$ cat config.mk
export PLATFORM = sky130hd
export DESIGN_NAME = bus_fabric
export DESIGN_NICKNAME = d
export VERILOG_FILES = /design/src/rtl/bus_fabric_pkg.sv /design/src/rtl/bus_fabric_decode.sv /design/src/rtl/bus_fabric.sv
export SDC_FILE = /design/constraint.sdc
export NUM_CORES = 1
export LEC_CHECK = 0
export CORE_AREA = 2 2 203 205
export DETAILED_ROUTE_END_ITERATION = 8
export DIE_AREA = 0 0 205 207
export SYNTH_ARGS = -nofsm -noshare
export SYNTH_HDL_FRONTEND = slang
export SYNTH_SLANG_ARGS = --single-unit
$ cat constraint.sdc
create_clock -name clk -period 1.95 [get_ports clk]
set_input_delay 0.2925 -clock clk [delete_from_list [all_inputs] [get_ports clk]]
set_output_delay 0.2925 -clock clk [all_outputs]
set_load 0.05 [all_outputs]
$ cat src/rtl/bus_fabric_pkg.sv
// Shared types for the bus fabric: FSM states, fault cause codes and
// the watchdog counter sizing.
package bus_fabric_pkg;

    typedef enum logic [1:0] {
        ST_IDLE  = 2'd0,
        ST_BUSY  = 2'd1,
        ST_FAULT = 2'd2
    } state_e;

    typedef enum logic [2:0] {
        CAUSE_NONE    = 3'd0,
        CAUSE_DECERR  = 3'd1,
        CAUSE_SLVERR  = 3'd2,
        CAUSE_TIMEOUT = 3'd3,
        CAUSE_PROTO   = 3'd4
    } cause_e;

    localparam int unsigned IDX_W = 4;
    localparam int unsigned MAX_SLV = 16;

    // A disabled watchdog (timeout 0) still gets a 1-bit counter so no
    // zero-width vector is ever declared.
    function automatic int unsigned wd_width(input int unsigned timeout);
        return (timeout < 1) ? 1 : $clog2(timeout + 1);
    endfunction

endpackage

$ cat src/rtl/bus_fabric_decode.sv
// Address decoder: base/mask compare against every slave, then a
// lowest-index-wins priority encoder.
module bus_fabric_decode
    import bus_fabric_pkg::*;
#(
    parameter int unsigned          N_SLV    = 9,
    parameter int unsigned          XLEN     = 32,
    parameter logic [N_SLV*XLEN-1:0] SLV_BASE = '0,
    parameter logic [N_SLV*XLEN-1:0] SLV_MASK = '0
) (
    input  logic [XLEN-1:0]  addr_i,
    output logic             hit_o,
    output logic [IDX_W-1:0] idx_o
);

    logic [N_SLV-1:0] match;

    always_comb begin
        for (int i = 0; i < N_SLV; i++) begin
            match[i] = (addr_i & SLV_MASK[i*XLEN +: XLEN]) == SLV_BASE[i*XLEN +: XLEN];
        end
    end

    // Scan downwards so the lowest matching index is the last one written.
    always_comb begin
        hit_o = 1'b0;
        idx_o = '0;
        for (int i = N_SLV - 1; i >= 0; i--) begin
            if (match[i]) begin
                hit_o = 1'b1;
                idx_o = IDX_W'(i);
            end
        end
    end

endmodule

$ cat src/rtl/bus_fabric.sv
// Single-master, N-slave interconnect: one outstanding transaction,
// response watchdog, protocol checks and a sticky fault record.
module bus_fabric
    import bus_fabric_pkg::*;
#(
    parameter int unsigned           N_SLV     = 9,
    parameter int unsigned           XLEN      = 32,
    parameter int unsigned           BUS_WIDTH = 32,
    parameter int unsigned           ACC_W     = 2,
    parameter logic [N_SLV*XLEN-1:0] SLV_BASE  = '0,
    parameter logic [N_SLV*XLEN-1:0] SLV_MASK  = '0,
    parameter int unsigned           TIMEOUT   = 255
) (
    input  logic                       clk,
    input  logic                       rstn,
    input  logic [XLEN-1:0]            m_addr,
    input  logic                       m_w_rb,
    input  logic [ACC_W-1:0]           m_acc,
    input  logic [BUS_WIDTH-1:0]       m_wdata,
    input  logic                       m_req,
    output logic [BUS_WIDTH-1:0]       m_rdata,
    output logic                       m_resp,
    output logic                       m_fault,
    output logic [XLEN-1:0]            s_addr,
    output logic                       s_w_rb,
    output logic [ACC_W-1:0]           s_acc,
    output logic [BUS_WIDTH-1:0]       s_wdata,
    output logic [N_SLV-1:0]           s_req,
    input  logic [N_SLV*BUS_WIDTH-1:0] s_rdata,
    input  logic [N_SLV-1:0]           s_resp,
    input  logic [N_SLV-1:0]           s_fault,
    output logic [2:0]                 fault_cause,
    output logic [XLEN-1:0]            fault_addr,
    output logic [IDX_W-1:0]           fault_slv,
    input  logic                       fault_clr
);

    localparam int unsigned WD_W = wd_width(TIMEOUT);
    localparam logic [WD_W-1:0] WD_LAST = WD_W'((TIMEOUT == 0) ? 0 : TIMEOUT - 1);

    state_e            state_q, state_d;
    cause_e            cause_q, cause_d;
    logic [IDX_W-1:0]  sel_q, sel_d;
    logic [WD_W-1:0]   wd_q, wd_d;
    logic [XLEN-1:0]   txn_addr_q, txn_addr_d;
    logic [XLEN-1:0]   faddr_q, faddr_d;
    logic [IDX_W-1:0]  fslv_q, fslv_d;

    logic              dec_hit;
    logic [IDX_W-1:0]  dec_idx;
    logic [MAX_SLV-1:0]   resp_pad;
    logic [BUS_WIDTH-1:0] rdata_arr [MAX_SLV];
    logic              resp_sel;
    logic              wd_expire;
    logic              slv_fault_any;
    logic [IDX_W-1:0]  slv_fault_idx;
    logic              accept;

    bus_fabric_decode #(
        .N_SLV    (N_SLV),
        .XLEN     (XLEN),
        .SLV_BASE (SLV_BASE),
        .SLV_MASK (SLV_MASK)
    ) u_decode (
        .addr_i (m_addr),
        .hit_o  (dec_hit),
        .idx_o  (dec_idx)
    );

    assign s_addr  = m_addr;
    assign s_w_rb  = m_w_rb;
    assign s_acc   = m_acc;
    assign s_wdata = m_wdata;

    // Pad to 16 entries so the 4-bit sel indexes both muxes without range issues.
    always_comb begin
        resp_pad = '0;
        resp_pad[N_SLV-1:0] = s_resp;
        for (int i = 0; i < MAX_SLV; i++) rdata_arr[i] = '0;
        for (int i = 0; i < N_SLV; i++) rdata_arr[i] = s_rdata[i*BUS_WIDTH +: BUS_WIDTH];
        slv_fault_any = 1'b0;
        slv_fault_idx = '0;
        for (int i = N_SLV - 1; i >= 0; i--) begin
            if (s_fault[i]) begin
                slv_fault_any = 1'b1;
                slv_fault_idx = IDX_W'(i);
            end
        end
    end

    assign resp_sel  = resp_pad[sel_q];
    assign m_rdata   = rdata_arr[sel_q];
    assign wd_expire = (TIMEOUT != 0) && (wd_q == WD_LAST) && !resp_sel;
    assign m_fault   = (state_q == ST_FAULT);

    // NOTE: every signal written here gets a default first; a path that
    // leaves one unassigned would infer a latch.
    always_comb begin
        state_d    = state_q;
        cause_d    = cause_q;
        sel_d      = sel_q;
        wd_d       = wd_q;
        txn_addr_d = txn_addr_q;
        faddr_d    = faddr_q;
        fslv_d     = fslv_q;
        s_req      = '0;
        m_resp     = 1'b0;
        accept     = 1'b0;

        unique case (state_q)
            ST_IDLE: accept = m_req;
            ST_BUSY: begin
                if (slv_fault_any) begin
                    state_d = ST_FAULT;
                    cause_d = CAUSE_SLVERR;
                    faddr_d = txn_addr_q;
                    fslv_d  = slv_fault_idx;
                end else if (m_req && !resp_sel) begin
                    state_d = ST_FAULT;
                    cause_d = CAUSE_PROTO;
                    faddr_d = txn_addr_q;
                    fslv_d  = sel_q;
                end else if (wd_expire) begin
                    state_d = ST_FAULT;
                    cause_d = CAUSE_TIMEOUT;
                    faddr_d = txn_addr_q;
                    fslv_d  = sel_q;
                end else if (resp_sel) begin
                    m_resp  = 1'b1;
                    state_d = ST_IDLE;
                    accept  = m_req;
                end else begin
                    wd_d = wd_q + 1'b1;
                end
            end
            ST_FAULT: begin
                if (fault_clr) begin
                    state_d = ST_IDLE;
                    cause_d = CAUSE_NONE;
                    faddr_d = '0;
                    fslv_d  = '0;
                end
            end
            default: state_d = ST_IDLE;
        endcase

        if (accept) begin
            if (dec_hit) begin
                for (int i = 0; i < N_SLV; i++) s_req[i] = (dec_idx == IDX_W'(i));
                sel_d      = dec_idx;
                wd_d       = '0;
                txn_addr_d = m_addr;
                state_d    = ST_BUSY;
            end else begin
                state_d = ST_FAULT;
                cause_d = CAUSE_DECERR;
                faddr_d = m_addr;
                fslv_d  = '0;
            end
        end
    end

    // NOTE: sequential state uses non-blocking assignments so every
    // register samples its next value from the same pre-edge snapshot.
    always_ff @(posedge clk or negedge rstn) begin
        if (!rstn) begin
            state_q    <= ST_IDLE;
            cause_q    <= CAUSE_NONE;
            sel_q      <= '0;
            wd_q       <= '0;
            txn_addr_q <= '0;
            faddr_q    <= '0;
            fslv_q     <= '0;
        end else begin
            state_q    <= state_d;
            cause_q    <= cause_d;
            sel_q      <= sel_d;
            wd_q       <= wd_d;
            txn_addr_q <= txn_addr_d;
            faddr_q    <= faddr_d;
            fslv_q     <= fslv_d;
        end
    end

    assign fault_cause = cause_q;
    assign fault_addr  = faddr_q;
    assign fault_slv   = fslv_q;

endmodule

# Yosys cells after proc, flatten, opt, wreduce, memory -nomap -nowiden
# Cells that the tools add are included.
# W data, S select, Z words.
[classes]
multipliers = 0
div_mod_pow = 0
n_mux = 57
eq_ne = 12
magnitude_cmp = 0
n_reduce_logical = 9
addsub = 1
bitwise = 0
n_shift = 0
[ops]
columns = ["op", "count"]
rows = [
  ["$mux W32", 4],
  ["$pmux W32 S2", 1],
  ["$mux W4", 13],
  ["$mux W8", 6],
  ["$mux W1", 19],
  ["$mux W2", 6],
  ["$mux W3", 4],
  ["$add A8 B1 Y8 const B", 1],
  ["$eq A8 B8 Y1 const B", 1],
  ["$ne A2 B1 Y1 const B", 4],
  ["$pmux W4 S2", 1],
  ["$ne A6 B6 Y1 const B", 1],
  ["$pmux W2 S3", 1],
  ["$pmux W3 S2", 1],
  ["$reduce_and A3 Y1", 2],
  ["$reduce_and A5 Y1", 1],
  ["$ne A2 B2 Y1 const B", 2],
  ["$ne A4 B4 Y1 const B", 1],
  ["$reduce_bool A2 Y1", 2],
  ["$ne A3 B1 Y1 const B", 1],
  ["$eq A2 B1 Y1 const B", 1],
  ["$eq A2 B2 Y1 const B", 1],
  ["$logic_and A1 B1 Y1", 2],
  ["$logic_not A2 Y1", 1],
  ["other kinds (2)", 2],
]
[word_totals]
out_inout_bits = 149
input_bits = 377
regBits = 81
mem_count = 0
elab_cells = 85
rom_bits = 0
ramBits = 0
latchBits = 0

# Longest topological paths before layout
[logic_depth]
depth_word = 13
ltp_mapped = 8
ltp_nobuf = 7

# Cells and area by module
# A second synthesis with hierarchy kept.
[unflattened]
cells_unflattened = 684
hier_area_um2 = 7303.3
[modules_own_cells]
columns = ["mod", "instances", "cells_per_inst", "seq_area_each_um2", "area_each_um2"]
rows = [
  ["bus_fabric", 1, 677, 2127.0, 7258.2],
  ["bus_fabric_decode", 1, 7, 0.0, 45.0],
]

# Worst setup path before layout
# Ideal clock, no wire load.
[synth_timing]
path_type = "input to output"
start = "in s_fault[4]"
end = "out s_req[0]"
path_buffers = 3
stages = 7
path_slack_ps = -312
required_time_ps = 1657
arrival_ps = 1969
path_cell_list = "nor4_4 -> nand4_2 -> nor2_2 -> o21a_1 -> buf_6 -> buf_2 -> buf_4"
[synth_via]
elab_chain_len = 8
[synth_lines]
columns = ["element", "line_no", "source"]
rows = [
  ["start: declaration", "bus_fabric.sv:31", "input logic [N_SLV-1:0] s_fault,"],
  ["$mux W1 (5 in series)", "bus_fabric.sv:84", "if (s_fault[i]) begin"],
  ["$mux W1", "bus_fabric.sv:113", "if (slv_fault_any) begin"],
  ["$pmux W1 S2", "bus_fabric.sv:110", "unique case (state_q)"],
  ["net accept", "bus_fabric.sv:57", "logic accept;"],
  ["$mux W1", "bus_fabric.sv:147", "if (accept) begin"],
  ["end: declaration", "bus_fabric.sv:28", "output logic [N_SLV-1:0] s_req,"],
]
# The timed path passes the listed nets, and every way through them passes these cells.

# Worst setup path after layout
[layout_timing]
start = "reg state_q[1]"
end = "out s_req[0]"
[layout_via]
elab_chain_len = 3
elab_cells_between_ends = 4
classes_between = "eq/ne (1); mux (2); reduce/logical (1)"
[layout_lines]
columns = ["element", "line_no", "source"]
rows = [
  ["start: declaration", "bus_fabric.sv:41", "state_e state_q, state_d;"],
  ["start signal: assignment", "bus_fabric.sv:175", "state_q <= state_d;"],
  ["$eq A2 B1 Y1 or $logic_not A2 Y1 (tied branches)", "bus_fabric.sv:110", ""],
  ["$pmux W1 S2 (*)", "bus_fabric.sv:110", ""],
  ["$mux W1 (*)", "bus_fabric.sv:147", ""],
]
# Mark *: on every way between the ends. The rest lies on a longest branch, timed or not.

==> results.cfg <==
[die]
die_area_sq_um = 42400
initial_utilization_pct = 11.0
core_region_area_sq_um = 40400
core.rowCount = 74
die_h_um = 207
top_level_ports = 526
die_x_um = 205

[yosys]
synth_edf_count = 0
ys_top_cells_by_count = 108 x sky130_fd_sc_hd__buf_4, 81 x sky130_fd_sc_hd__dfrtp_1, 30 x sky130_fd_sc_hd__a22o_1
synth_top_area_cell = sky130_fd_sc_hd__dfrtp_1
synth_sequential_area_ratio_pct = 45.8
synth_top_cells_by_area = sky130_fd_sc_hd__dfrtp_1 46%, sky130_fd_sc_hd__buf_4 18%, sky130_fd_sc_hd__mux2_4 9.8%
synth.cell_area_sq_um = 4420
yosys.cell_count.top_type = sky130_fd_sc_hd__buf_4
fraction_of_post_synthesis_cell_area_in_the_top_cell_type_by_area_pct = 45.8
synth.avg_cell_area_sq_um = 12.4
synth.ff_latch_count = 81
synth_flop_cell = sky130_fd_sc_hd__dfrtp_1
synthesis.instances = 358
synthArstFlopShare_pct = 100
number_of_library_cell_types_mapped_by_synthesis = 38
synth_warnings = 0

[power]
irDropWorstVdd_mv = 0.456
switching_share_pct = 40.0
clock_power_share_pct = 20.0
power.internal_mw = 6.07
totalPowerFinal_mw = 10.1
seqPwrFrac_pct = 28.2
power.switching_mw = 4.05
power.leakage_nw = 2.71
power.share.combinational_pct = 51.8
pd_cells_nw_per_um2 = 1570

[clock_network]
cts-root-buf = sky130_fd_sc_hd__clkbuf_16
worst_setup_hold_path_clk_slew_ns = 0.06
worstSkewPairLatency_ns = 0.35
cts.sink_count = 81
cts_made_buffers = 9
cts.path.max_buffers = 2
cts_tree = yes
h-tree-depth = 3

[sta]
highest_clock_frequency_the_design_can_meet_ghz = 0.524
final-max-slew-violation-count = 0
timing_worst_slew_pin_value_ns = 0.529
timing.final.hold_violations = 0
period_needed_ns = 1.91
fin_ws_ns = 0.0402
setup-violations-final = 0
rsz0062_at_grt = yes
finalCritPeriodShare_pct = 97.9
fin_worst_skew_ns = 0.00649
slew_headroom_pct = 64.6

[drt]
dr.first_iter.drc_count = 129
route.detailed.drc = 0
met1_length_mm = 4.80
detailroute.wirelength.met3_mm = 1.43
wl_met2_mm = 7.78
detail_route.wl_per_cell_um = 14.9
vias_per_cell = 2.85
totalWireLength_mm = 14.2
ant_nets = 0
maxUsedRoutingLayer = met4
routed-via-count = 2711
detail_route.first_pass.iterations = 4

[grt]
globalRouteOverflowTotal = 0
grt_pass1_vias = 2845
grt.total_usage_pct = 6.73
grt_antenna_before_repair = 0
pin_count_of_the_biggest_net_entering_global_routing = 39
grt_pass1_wl_mm = 20.3

[cells_and_area]
ff_latch_area_sq_um = 2030
number_of_antenna_cells_inserted = 0
area.growth.synth_to_final_pct = 46.0
design.final.nets = 796
area_taken_by_multi_input_logic_gates_sq_um = 1470
fillers = 4467
post-route-cell-area_sq_um = 6460
post_route_cells_drive_above_1_share_pct = 36.8

[placement]
placement.setup.worst_slack_ns = -0.388
dp_hpwl_mm = 11.3
placedInstanceArea_sq_um = 5980
gp_congestion = 0.730
placement.io_buffers = 119

[critical_path]
crit_type = flip-flop to primary output
r2r-start = state_q[1]
worst-endpoint-required_ns = 1.66
register_to_register_path_depth = 8
timing.reg2reg.setup_slack_ns = 0.05
r2r-end = txn_addr_q[0]
path_max_fanout = 3
critPathCaptureType = primary output
worstSetupStartpointType = flip-flop
startpoint = state_q[1]
arrival_ns = 1.62

[min_path]
holdCritPathClass = input pin to asynchronous set/reset pin

[outcome]
run_status = finished clean

[job]
maxCapViolations = 0
## layout make-up
class | count | share of cell area (%)
Clock buffer | 10 | 3.70
Clock inverter | 6 | 1.74
Inverter | 9 | 0.523
Multi-Input combinational cell | 154 | 22.8
Sequential cell | 81 | 31.4
Tap cell | 532 | 10.3
Timing Repair Buffer | 159 | 29.5
## cells in the final DEF, fill, tap and decap left out, types with 4 or more instances in the layout
master / count
sky130_fd_sc_hd__xnor2_1: 7
sky130_fd_sc_hd__conb_1: 8
sky130_fd_sc_hd__inv_1: 8
sky130_fd_sc_hd__nor2_1: 14
sky130_fd_sc_hd__dlygate4sd2_1: 6
sky130_fd_sc_hd__buf_4: 39
sky130_fd_sc_hd__o31ai_1: 4
sky130_fd_sc_hd__mux2_2: 4
sky130_fd_sc_hd__clkdlybuf4s50_1: 70
sky130_fd_sc_hd__nand2_1: 11
sky130_fd_sc_hd__a22o_1: 30
sky130_fd_sc_hd__dfrtp_1: 81
sky130_fd_sc_hd__mux2_4: 29
sky130_fd_sc_hd__clkbuf_16: 9
sky130_fd_sc_hd__o21ai_2: 4
sky130_fd_sc_hd__nand3_1: 5
sky130_fd_sc_hd__nor3_1: 4
sky130_fd_sc_hd__buf_12: 42
sky130_fd_sc_hd__ha_1: 4
## power groups by stage
stage          Combinational [mW]  Sequential (mW)  Clock, mW
6_report                     5.24             2.85       2.03
5_1_grt                      5.54             2.94       2.18
4_1_cts                      5.30             2.85       2.13
3_5_place_dp                 5.23             2.87          0
3_3_place_gp                 5.16             2.87          0
2_1_floorplan                2.80             3.97          0
## cell families after synthesis
| family | count (synthesis) | synth area share [%] |
|---|---|---|
| other | 1 | 0.0848 |
| xor gates and xnor gates | 7 | 1.39 |
| adders and majority gates | 5 | 1.41 |
| DFF | 81 | 45.8 |
| buffers and inverters | 130 | 22.9 |
| muxes | 33 | 10.9 |
| and+or+nand+nor | 50 | 7.27 |
| AOI/OAI and AO/OA | 51 | 10.3 |
## sequential cells by signal, summed over array words and instances (netlist names)
| signal | count |
|---|---|
| fault_slv | 4 |
| fault_cause | 3 |
| fault_addr | 32 |
| state_q | 2 |
| wd_q | 8 |
| txn_addr_q | 32 |
## critical path: stages (launching register included)
cell and delay [ns]:
sky130_fd_sc_hd__dfrtp_1 0.39, sky130_fd_sc_hd__inv_2 0.09, sky130_fd_sc_hd__ha_4 0.15, sky130_fd_sc_hd__nand4_4 0.11, sky130_fd_sc_hd__nor2_4 0.15, sky130_fd_sc_hd__o21a_4 0.14
sky130_fd_sc_hd__buf_12 0.11, sky130_fd_sc_hd__buf_12 0.13
## per-layer routing
| layer | GRT usage [%] | vias up |
|---|---|---|
| met4 | 2.06 | 0 |
| met1 | 6.38 | 1344 |
| met2 | 12.5 | 122 |
| met3 | 3.43 | 11 |
| met5 | 0 | - |
| li1 | - | 1234 |
## per-stage QoR
stage / TNS, ns / hold WS [ns] / cells / util, %
final: 0 / 0.374 / 951 / 16.0
after global routing: -0.131 / 0.394 / 951 / 16.0
after CTS: 0 / 0.345 / 948 / 15.9
after detailed placement: -26.99 / 0.174 / 924 / 14.8
after global placement: -26.59 / 0.173 / 924 / 14.8
after floorplan: -1.95 / -0.00309 / 365 / -
## worst max path at each step
stage                            end  slack [ns]
final                       s_req[0]        0.04
after global routing        s_req[0]       -0.05
after CTS                   s_req[0]       0.007
after detailed placement  state_q[1]       -0.39
after global placement    state_q[1]       -0.40
after floorplan             s_req[0]       -0.08
## timing repair
item,4_1_cts,5_1_grt
gates resized for setup,12,5
endpoints found under the hold margin,16,0
endpoints found under the setup margin,4,50
hold buffers,1,0
pin swaps,4,4
buffers inserted,7,3
Power figures use the tool's default switching activity.
